**src/rtl/sp_ram_arbiter_pkg.sv**
```systemverilog
// Shared constants and types for the single-port SRAM arbiter.
package sp_ram_arb_pkg;

  localparam int DATA_WIDTH = 32;
  localparam int BE_WIDTH   = 4;

  typedef enum logic {
    ARB_ROUND_ROBIN = 1'b0,
    ARB_FIXED       = 1'b1
  } arb_mode_e;

  // Index width that stays legal for a single-master build.
  function automatic int idx_width(input int n);
    return (n > 1) ? $clog2(n) : 1;
  endfunction

endpackage

```
**src/rtl/sp_ram_arbiter_if.sv**
```systemverilog
// Per-master req/gnt/rvalid bus between the requesters and the arbiter.
interface sp_ram_arbiter_if #(
  parameter int NUM_MASTERS = 2,
  parameter int ADDR_WIDTH  = 13
);
  import sp_ram_arb_pkg::*;

  logic [NUM_MASTERS-1:0]                 m_req_i;
  logic [NUM_MASTERS-1:0][ADDR_WIDTH-1:0] m_addr_i;
  logic [NUM_MASTERS-1:0]                 m_we_i;
  logic [NUM_MASTERS-1:0][BE_WIDTH-1:0]   m_be_i;
  logic [NUM_MASTERS-1:0][DATA_WIDTH-1:0] m_wdata_i;
  logic [NUM_MASTERS-1:0]                 m_gnt_o;
  logic [NUM_MASTERS-1:0]                 m_rvalid_o;
  logic [NUM_MASTERS-1:0][DATA_WIDTH-1:0] m_rdata_o;

  modport slave (
    input  m_req_i, m_addr_i, m_we_i, m_be_i, m_wdata_i,
    output m_gnt_o, m_rvalid_o, m_rdata_o
  );

  modport master (
    output m_req_i, m_addr_i, m_we_i, m_be_i, m_wdata_i,
    input  m_gnt_o, m_rvalid_o, m_rdata_o
  );

endinterface

```
**src/rtl/sp_ram_arbiter_rr_prio_sel.sv**
```systemverilog
// Combinational N-way picker: first requester scanning from i_ptr (rotating),
// or from index 0 when i_fixed is set.
module rr_prio_sel
  import sp_ram_arb_pkg::*;
#(
  parameter int NUM_MASTERS = 2
) (
  input  logic [NUM_MASTERS-1:0]             i_req,
  input  logic [idx_width(NUM_MASTERS)-1:0]  i_ptr,
  input  logic                               i_fixed,
  output logic [NUM_MASTERS-1:0]             o_gnt,
  output logic [idx_width(NUM_MASTERS)-1:0]  o_idx,
  output logic                               o_valid
);

  localparam int IDX_W = idx_width(NUM_MASTERS);

  logic [IDX_W-1:0] w_base;
  logic             w_found;
  logic [IDX_W-1:0] w_idx;

  function automatic logic [IDX_W-1:0] rot_idx(input logic [IDX_W-1:0] base, input int off);
    int unsigned s;
    s = (32'(base) + 32'(off)) % 32'(NUM_MASTERS);
    return s[IDX_W-1:0];
  endfunction

  assign w_base = i_fixed ? '0 : i_ptr;

  always_comb begin
    w_found = 1'b0;
    w_idx   = '0;
    for (int i = 0; i < NUM_MASTERS; i++) begin
      if (!w_found && i_req[rot_idx(w_base, i)]) begin
        w_found = 1'b1;
        w_idx   = rot_idx(w_base, i);
      end
    end
  end

  always_comb begin
    o_gnt        = '0;
    o_gnt[w_idx] = w_found;
  end

  assign o_idx   = w_idx;
  assign o_valid = w_found;

endmodule

```
**src/rtl/sp_ram_arbiter.sv**
```systemverilog
// Shares one single-port SRAM (1-cycle read latency) between NUM_MASTERS
// requesters; grants one access per cycle and routes the response back.
module sp_ram_arbiter
  import sp_ram_arb_pkg::*;
#(
  parameter int NUM_MASTERS = 2,
  parameter int ADDR_WIDTH  = 13,
  parameter int CNT_WIDTH   = 16
) (
  input  logic                                  clk_i,
  input  logic                                  rst_i,
  sp_ram_arbiter_if.slave                       bus,
  output logic                                  mem_en_o,
  output logic [ADDR_WIDTH-1:0]                 mem_addr_o,
  output logic                                  mem_we_o,
  output logic [BE_WIDTH-1:0]                   mem_be_o,
  output logic [DATA_WIDTH-1:0]                 mem_wdata_o,
  input  logic [DATA_WIDTH-1:0]                 mem_rdata_i,
  input  logic                                  fixed_prio_i,
  input  logic                                  stall_clr_i,
  output logic [NUM_MASTERS-1:0][CNT_WIDTH-1:0] stall_cnt_o
);

  localparam int IDX_W = idx_width(NUM_MASTERS);

  typedef struct packed {
    logic [ADDR_WIDTH-1:0] addr;
    logic                  we;
    logic [BE_WIDTH-1:0]   be;
    logic [DATA_WIDTH-1:0] wdata;
  } mem_req_t;

  arb_mode_e                            w_mode;
  logic [NUM_MASTERS-1:0]               w_gnt;
  logic [IDX_W-1:0]                     w_win;
  logic                                 w_any;
  logic [IDX_W-1:0]                     w_next_ptr;
  mem_req_t                             w_sel;
  logic [NUM_MASTERS-1:0]               w_rvalid;

  logic [IDX_W-1:0]                     r_rr_ptr;
  logic [IDX_W-1:0]                     r_owner;
  logic                                 r_rvalid;
  logic [NUM_MASTERS-1:0][CNT_WIDTH-1:0] r_stall_cnt;

  assign w_mode = fixed_prio_i ? ARB_FIXED : ARB_ROUND_ROBIN;

  rr_prio_sel #(
    .NUM_MASTERS (NUM_MASTERS)
  ) u_sel (
    .i_req   (bus.m_req_i),
    .i_ptr   (r_rr_ptr),
    .i_fixed (w_mode == ARB_FIXED),
    .o_gnt   (w_gnt),
    .o_idx   (w_win),
    .o_valid (w_any)
  );

  // With no request the picker reports index 0, so the mux parks on master 0.
  always_comb begin
    w_sel.addr  = bus.m_addr_i[w_win];
    w_sel.we    = bus.m_we_i[w_win];
    w_sel.be    = bus.m_be_i[w_win];
    w_sel.wdata = bus.m_wdata_i[w_win];
  end

  assign mem_en_o    = |bus.m_req_i;
  assign mem_addr_o  = w_sel.addr;
  assign mem_we_o    = w_sel.we;
  assign mem_be_o    = w_sel.be;
  assign mem_wdata_o = w_sel.wdata;
  assign bus.m_gnt_o = w_gnt;

  assign w_next_ptr = (w_win == IDX_W'(NUM_MASTERS - 1)) ? '0 : w_win + 1'b1;

  // Grant edge: pointer advance and response tracking.
  always_ff @(posedge clk_i or posedge rst_i) begin
    if (rst_i) begin
      r_rr_ptr <= '0;
      r_rvalid <= 1'b0;
      r_owner  <= '0;
    end else begin
      r_rvalid <= w_any;
      r_owner  <= w_win;
      if (w_any && (w_mode == ARB_ROUND_ROBIN)) begin
        r_rr_ptr <= w_next_ptr;
      end
    end
  end

  // Saturating contention counters; clear beats increment.
  always_ff @(posedge clk_i or posedge rst_i) begin
    if (rst_i) begin
      r_stall_cnt <= '0;
    end else begin
      for (int k = 0; k < NUM_MASTERS; k++) begin
        if (stall_clr_i) begin
          r_stall_cnt[k] <= '0;
        end else if (bus.m_req_i[k] && !w_gnt[k] && (r_stall_cnt[k] != '1)) begin
          r_stall_cnt[k] <= r_stall_cnt[k] + 1'b1;
        end
      end
    end
  end

  always_comb begin
    w_rvalid          = '0;
    w_rvalid[r_owner] = r_rvalid;
  end

  assign bus.m_rvalid_o = w_rvalid;
  assign bus.m_rdata_o  = {NUM_MASTERS{mem_rdata_i}};
  assign stall_cnt_o    = r_stall_cnt;

endmodule

```
**src/flat_wrapper.sv**
```systemverilog
// flat-port wrapper written by rule: the top's interface ports become plain ports
module sp_ram_arbiter_flat import sp_ram_arb_pkg::*;
#(
  parameter int NUM_MASTERS = 2,
  parameter int ADDR_WIDTH  = 13,
  parameter int CNT_WIDTH   = 16
)
  (clk_i, rst_i, mem_en_o, mem_addr_o, mem_we_o, mem_be_o, mem_wdata_o, mem_rdata_i, fixed_prio_i, stall_clr_i, stall_cnt_o, bus_m_req_i, bus_m_addr_i, bus_m_we_i, bus_m_be_i, bus_m_wdata_i, bus_m_gnt_o, bus_m_rvalid_o, bus_m_rdata_o);
  sp_ram_arbiter_if #(.NUM_MASTERS(NUM_MASTERS), .ADDR_WIDTH(ADDR_WIDTH)) bus_i ();
  input  logic clk_i;
  input  logic rst_i;
  output logic mem_en_o;
  output logic [ADDR_WIDTH-1:0] mem_addr_o;
  output logic mem_we_o;
  output logic [BE_WIDTH-1:0] mem_be_o;
  output logic [DATA_WIDTH-1:0] mem_wdata_o;
  input  logic [DATA_WIDTH-1:0] mem_rdata_i;
  input  logic fixed_prio_i;
  input  logic stall_clr_i;
  output logic [NUM_MASTERS-1:0][CNT_WIDTH-1:0] stall_cnt_o;
  input wire logic [$bits(bus_i.m_req_i)-1:0] bus_m_req_i;
  input wire logic [$bits(bus_i.m_addr_i)-1:0] bus_m_addr_i;
  input wire logic [$bits(bus_i.m_we_i)-1:0] bus_m_we_i;
  input wire logic [$bits(bus_i.m_be_i)-1:0] bus_m_be_i;
  input wire logic [$bits(bus_i.m_wdata_i)-1:0] bus_m_wdata_i;
  output wire logic [$bits(bus_i.m_gnt_o)-1:0] bus_m_gnt_o;
  output wire logic [$bits(bus_i.m_rvalid_o)-1:0] bus_m_rvalid_o;
  output wire logic [$bits(bus_i.m_rdata_o)-1:0] bus_m_rdata_o;
  assign bus_i.m_req_i = bus_m_req_i;
  assign bus_i.m_addr_i = bus_m_addr_i;
  assign bus_i.m_we_i = bus_m_we_i;
  assign bus_i.m_be_i = bus_m_be_i;
  assign bus_i.m_wdata_i = bus_m_wdata_i;
  assign bus_m_gnt_o = bus_i.m_gnt_o;
  assign bus_m_rvalid_o = bus_i.m_rvalid_o;
  assign bus_m_rdata_o = bus_i.m_rdata_o;
  sp_ram_arbiter #(.NUM_MASTERS(NUM_MASTERS), .ADDR_WIDTH(ADDR_WIDTH), .CNT_WIDTH(CNT_WIDTH)) u_core (.clk_i(clk_i), .rst_i(rst_i), .bus(bus_i), .mem_en_o(mem_en_o), .mem_addr_o(mem_addr_o), .mem_we_o(mem_we_o), .mem_be_o(mem_be_o), .mem_wdata_o(mem_wdata_o), .mem_rdata_i(mem_rdata_i), .fixed_prio_i(fixed_prio_i), .stall_clr_i(stall_clr_i), .stall_cnt_o(stall_cnt_o));
endmodule
```
**config.mk**
```make
export PLATFORM = sky130hd
export DESIGN_NAME = sp_ram_arbiter_flat
export DESIGN_NICKNAME = d
export VERILOG_FILES = /design/src/rtl/sp_ram_arbiter_pkg.sv /design/src/rtl/sp_ram_arbiter_if.sv /design/src/rtl/sp_ram_arbiter_rr_prio_sel.sv /design/src/rtl/sp_ram_arbiter.sv /design/src/flat_wrapper.sv
export SDC_FILE = /design/constraint.sdc
export NUM_CORES = 1
export LEC_CHECK = 0
export BUFFER_PORTS_ARGS = -buffer_cell sky130_fd_sc_hd__clkbuf_2
export CAP_MARGIN = 20
export CELL_PAD_IN_SITES_DETAIL_PLACEMENT = 1
export CELL_PAD_IN_SITES_GLOBAL_PLACEMENT = 1
export CORE_MARGIN = 4
export CORE_UTILIZATION = 25
export CTS_BUF_LIST = sky130_fd_sc_hd__clkbuf_16
export DETAILED_ROUTE_END_ITERATION = 8
export GPL_ROUTABILITY_DRIVEN = 0
export PLACE_DENSITY = 0.88
export SYNTH_ARGS = -nofsm -noshare
export SYNTH_HDL_FRONTEND = slang
export SYNTH_SLANG_ARGS = --single-unit
```
**constraint.sdc**
```tcl
create_clock -name clk_i -period 2.2 [get_ports clk_i]
set_input_delay 0.22 -clock clk_i [delete_from_list [all_inputs] [get_ports clk_i]]
set_output_delay 0.22 -clock clk_i [all_outputs]
set_load 0.1 [all_outputs]
```
==> results <==
- The flow ran to the end, and the final reports show no timing, DRC or antenna violations.
- The biggest area contributor in the post-synthesis netlist is sky130_fd_sc_hd__dfrtp_1.
- The primary flip-flop cell chosen by synthesis mapping is sky130_fd_sc_hd__dfrtp_1.
- The met1 routed wirelength after detailed routing is 5400 um.
- Port buffering added between 150 and 200 buffers.
- The net total in the final layout is between 600 and 700.
- The final-report max-slew violation count is 0.
- Broken down by cell family, the worst path's largest delay share belongs to buffers and inverters.
- Leaving out fill and tap cells, the most frequent cell in the layout is sky130_fd_sc_hd__clkbuf_2.
- The maximum fanout encountered on the critical timing path is 13.
- For this run, the slowest stage of the critical path takes around 410 ps.
- The level count of the clock H-tree is 2.
- The routed design uses 7480 um of met2 wire.
- Once placement completed, the tool counted placed cells totaling 629.
- No sink is reached through more buffers than the 2 on the longest clock path.
- At the worst endpoint, the required time is about 2000 ps.
- The count of warnings emitted by yosys is 0.
- The half-perimeter wire length after detailed placement is approximately 11000 um.
- The I/O pin total is approximately 290.
- The finished layout holds around 640 standard cells, fillers aside.
- The number of flops mapped to enable cells by yosys is 0.
- The number of buffers and inverters on the critical path is 3.
- The vertical die dimension is between 100 and 150 um.
- The clock root buffer is sky130_fd_sc_hd__clkbuf_16.
- The routed design could run at a clock period as short as between 2000 and 2500 ps.
- The fraction of the cycle the final worst path needs is 97.2%.
- The average cell area after synthesis is slightly above 9 um2.
- The critical path class is flop to output pin.
- For this design, the slowest cell found on the critical path is sky130_fd_sc_hd__dfrtp_2.
- For this design the static power due to leakage is 2.18 nW.
- Traced cell by cell, the critical path runs through nand2b_2 -> a21boi_4 -> buf_12 -> buf_8 -> mux2_2 -> buf_12.
- The number of antenna violations at the first check in global routing is 0.
- The worst setup path is captured at an output pin.
- The final wirelength is approximately 14000 um.
- Dividing the detail-routed wire length by the instance count gives ~22 um.
- The post-synthesis instance area is 3120 um2.
- The transition at the pin with the smallest max-transition slack is roughly 780 ps.
- In this run the tightest slew margin relative to its limit is 48.2%.
- The post-route antenna net violation count is 0.
- The maximum clock rate is about 470 MHz.
- The first-pass iteration count of the detailed router is 4.
- The standard cell core area is 12100 um2.
- The number of clock sinks seen by CTS is 35.
- The number of failing hold endpoints at the final stage is 0.
- Data on the critical path arrives at its endpoint at ~1900 ps.
- The die outline width is about 120 um.
- The number of placement rows is 40.
- After synthesis, the netlist uses 46 different library cells.
- After detailed routing, the number of remaining DRC violations is 0.
- The clock reaches the later pin of the worst-skew pair after 290 ps.
- Dividing the detail-routed via count by the number of cells gives 4.93.
- The final clock skew is about 11 ps.
- STA classifies the critical path startpoint as a flop.
- The initial utilization of the core area, before any placement, comes to about a quarter.
- The largest net degree at the start of global routing is 38.
- Power comes to 3.11 mW.
- The area of the die is 14300 um2.
- The cell that appears most often on the critical path is sky130_fd_sc_hd__buf_12.
- The number of buffers created by CTS is 5.
- The iteration-0 DRC count of the detailed router is 97.
- The worst register-to-register path begins at u_core.r_rr_ptr$_DFFE_PP0P_.
- The count of mapped cells out of synthesis is roughly 340.
- The classification of the worst-slack hold path is input pin to async pin.
- On the final layout, the worst hold slack is 19.9 ps.
- From synthesis to final layout, the design area changed by 59.2%.
- The worst setup path startpoint is u_core.r_rr_ptr$_DFFE_PP0P_.
- The routed via count is roughly 3200.
- The highest layer touched by signal routing is met4.
- For this run, asynchronously set or reset flops after synthesis account for 100%.
- The post-place setup slack is 165 ps.
- Ranked by total cell area, the synthesized netlist is headed by sky130_fd_sc_hd__dfrtp_1, sky130_fd_sc_hd__mux2_2, sky130_fd_sc_hd__buf_4.
- The global-route wire length before repair is ~20000 um.
- In this run the power density over the cells is roughly 630 nW/um2.
- The sum of negative setup slack is 0 ps.
- Setup slack on the critical path of the routed design comes to between 60 and 70 ps.
- The post-synth net total is 481.
- The routed wire length on met3 is between 800 and 900 um.
- Global routing consumed, over all layers together, a little under a fifth of the routing resources.
- The leftover overflow at the end of global routing is 0.
- The post-route netlist has 65.8% of its cells at a drive strength greater than 1.
- Clock-pin slew was measured on the worst setup and hold paths at approximately 60 ps.
- Summed over its instances, the top area cell type makes up 28.1% of the synthesized netlist area.
- The repair_antennas step left the layout with diodes totalling 0.
- In the layout the commonest cells are sky130_fd_sc_hd__clkbuf_2, sky130_fd_sc_hd__mux2_2, sky130_fd_sc_hd__buf_12.
- TritonCTS built the clock tree.
- Sequential elements use between 20% and 30% of the synthesized area.
- The number of max-capacitance violations reported is 0.
- The number of hold buffers added after CTS is 0.
- The synthesized design contains 35 register bits.
- The number of setup violations in the final report is 0.
- The worst-case IR drop observed on VDD is 271 uV.
- The via count of the first global-routing pass is between 3000 and 4000.
## Yosys cell counts, types with 2 or more instances
| library cell | number |
|---|---|
| sky130_fd_sc_hd__buf_4 | 66 |
| sky130_fd_sc_hd__mux2_2 | 57 |
| sky130_fd_sc_hd__dfrtp_1 | 35 |
| sky130_fd_sc_hd__a21oi_1 | 18 |
| sky130_fd_sc_hd__nor4_1 | 13 |
| sky130_fd_sc_hd__nand3_1 | 12 |
| sky130_fd_sc_hd__nor3_1 | 12 |
| sky130_fd_sc_hd__nand2_1 | 11 |
| sky130_fd_sc_hd__nor2_1 | 11 |
| sky130_fd_sc_hd__nand4_1 | 10 |
| sky130_fd_sc_hd__nor2b_1 | 10 |
| sky130_fd_sc_hd__or3_1 | 9 |
| sky130_fd_sc_hd__buf_2 | 8 |
| sky130_fd_sc_hd__inv_1 | 8 |
| sky130_fd_sc_hd__o31ai_1 | 7 |
| sky130_fd_sc_hd__or4_1 | 7 |
| sky130_fd_sc_hd__o21ai_0 | 6 |
| sky130_fd_sc_hd__clkbuf_1 | 4 |
| sky130_fd_sc_hd__and3_1 | 3 |
| sky130_fd_sc_hd__or2_2 | 3 |
| sky130_fd_sc_hd__a211oi_1 | 2 |
| sky130_fd_sc_hd__a21boi_0 | 2 |
| sky130_fd_sc_hd__a41oi_1 | 2 |
| sky130_fd_sc_hd__ha_1 | 2 |
| sky130_fd_sc_hd__o31a_1 | 2 |
## state kept, by name (all words and copies together), names as in the netlist
register / cells
u_core.r_owner: 1
u_core.stall_cnt_o: 32
u_core.r_rvalid: 1
u_core.r_rr_ptr: 1
## logic make-up (layout without fill, tap and decap cells)
| group | after synthesis | after routing | share of synthesized area [%] |
|---|---|---|---|
| buffers and inverters | 87 | 222 | 18.7 |
| DFF | 35 | 35 | 28.1 |
| adders and majority gates | 2 | 2 | 0.802 |
| muxes | 58 | 58 | 20.9 |
| and+or+nand+nor | 111 | 111 | 21.5 |
| AOI/OAI and AO/OA | 48 | 48 | 10.0 |
## worst paths after layout
path / end / slack (ps) / cells after the start
hold / removal: u_core.stall_cnt_o[24]$_DFFE_PP0P_ / 20 / 3
setup reg to reg: u_core.stall_cnt_o[28]$_DFFE_PP0P_ / 140 / 4
max in group asynchronous: u_core.stall_cnt_o[16]$_DFFE_PP0P_ / 1800 / 3
setup / recovery: mem_wdata_o[15] / 60 / 6
hold reg to reg: u_core.r_rr_ptr$_DFFE_PP0P_ / 540 / 1
min in group clk_i: u_core.r_rr_ptr$_DFFE_PP0P_ / 250 / 3
## per-layer routing
metal / track usage [%] / vias up
met1: 21.2 / 1553
met4: 5.15 / 0
met5: 0 / -
li1: - / 1465
met2: 32.8 / 145
met3: 4.62 / 14
## layout make-up
class / instances / area, um2
clock buffers: 5 / 125
fillers: 1413 / 7150
flip-flops and latches: 35 / 932
multi-input cells: 219 / 1690
inverters: 8 / 30.0
well taps: 168 / 210
repair buffers: 206 / 1910
clock inverters: 3 / 67.6
## worst register-to-register path, cell delays in order, from the launching register on
cell and delay [ps]:
sky130_fd_sc_hd__dfrtp_2 440, sky130_fd_sc_hd__nor2b_1 180, sky130_fd_sc_hd__or4_1 660, sky130_fd_sc_hd__nor4_1 280, sky130_fd_sc_hd__mux2_2 380
## repair_timing
item / in CTS / in global routing
gates cloned: 1 / 4
gates resized for setup: 2 / 3
buffers inserted: 0 / 2
pin swaps: 1 / 1
setup endpoints to repair: 50 / 50
## metrics by stage
| step | cell area (um2) | utilization (%) |
|---|---|---|
| after floorplan | 3200 | - |
| after global placement | 4650 | 38.4 |
| after detailed placement | 4650 | 38.4 |
| after CTS | 4880 | 40.3 |
| after global routing | 4970 | 41.0 |
| final | 4970 | 41.0 |
## power breakdown
part           internal, mW  switching (mW)
sequential            0.655          0.0128
combinational         0.541           0.973
clock                 0.649           0.280
total                  1.84            1.27
Power figures use the tool's default switching activity.
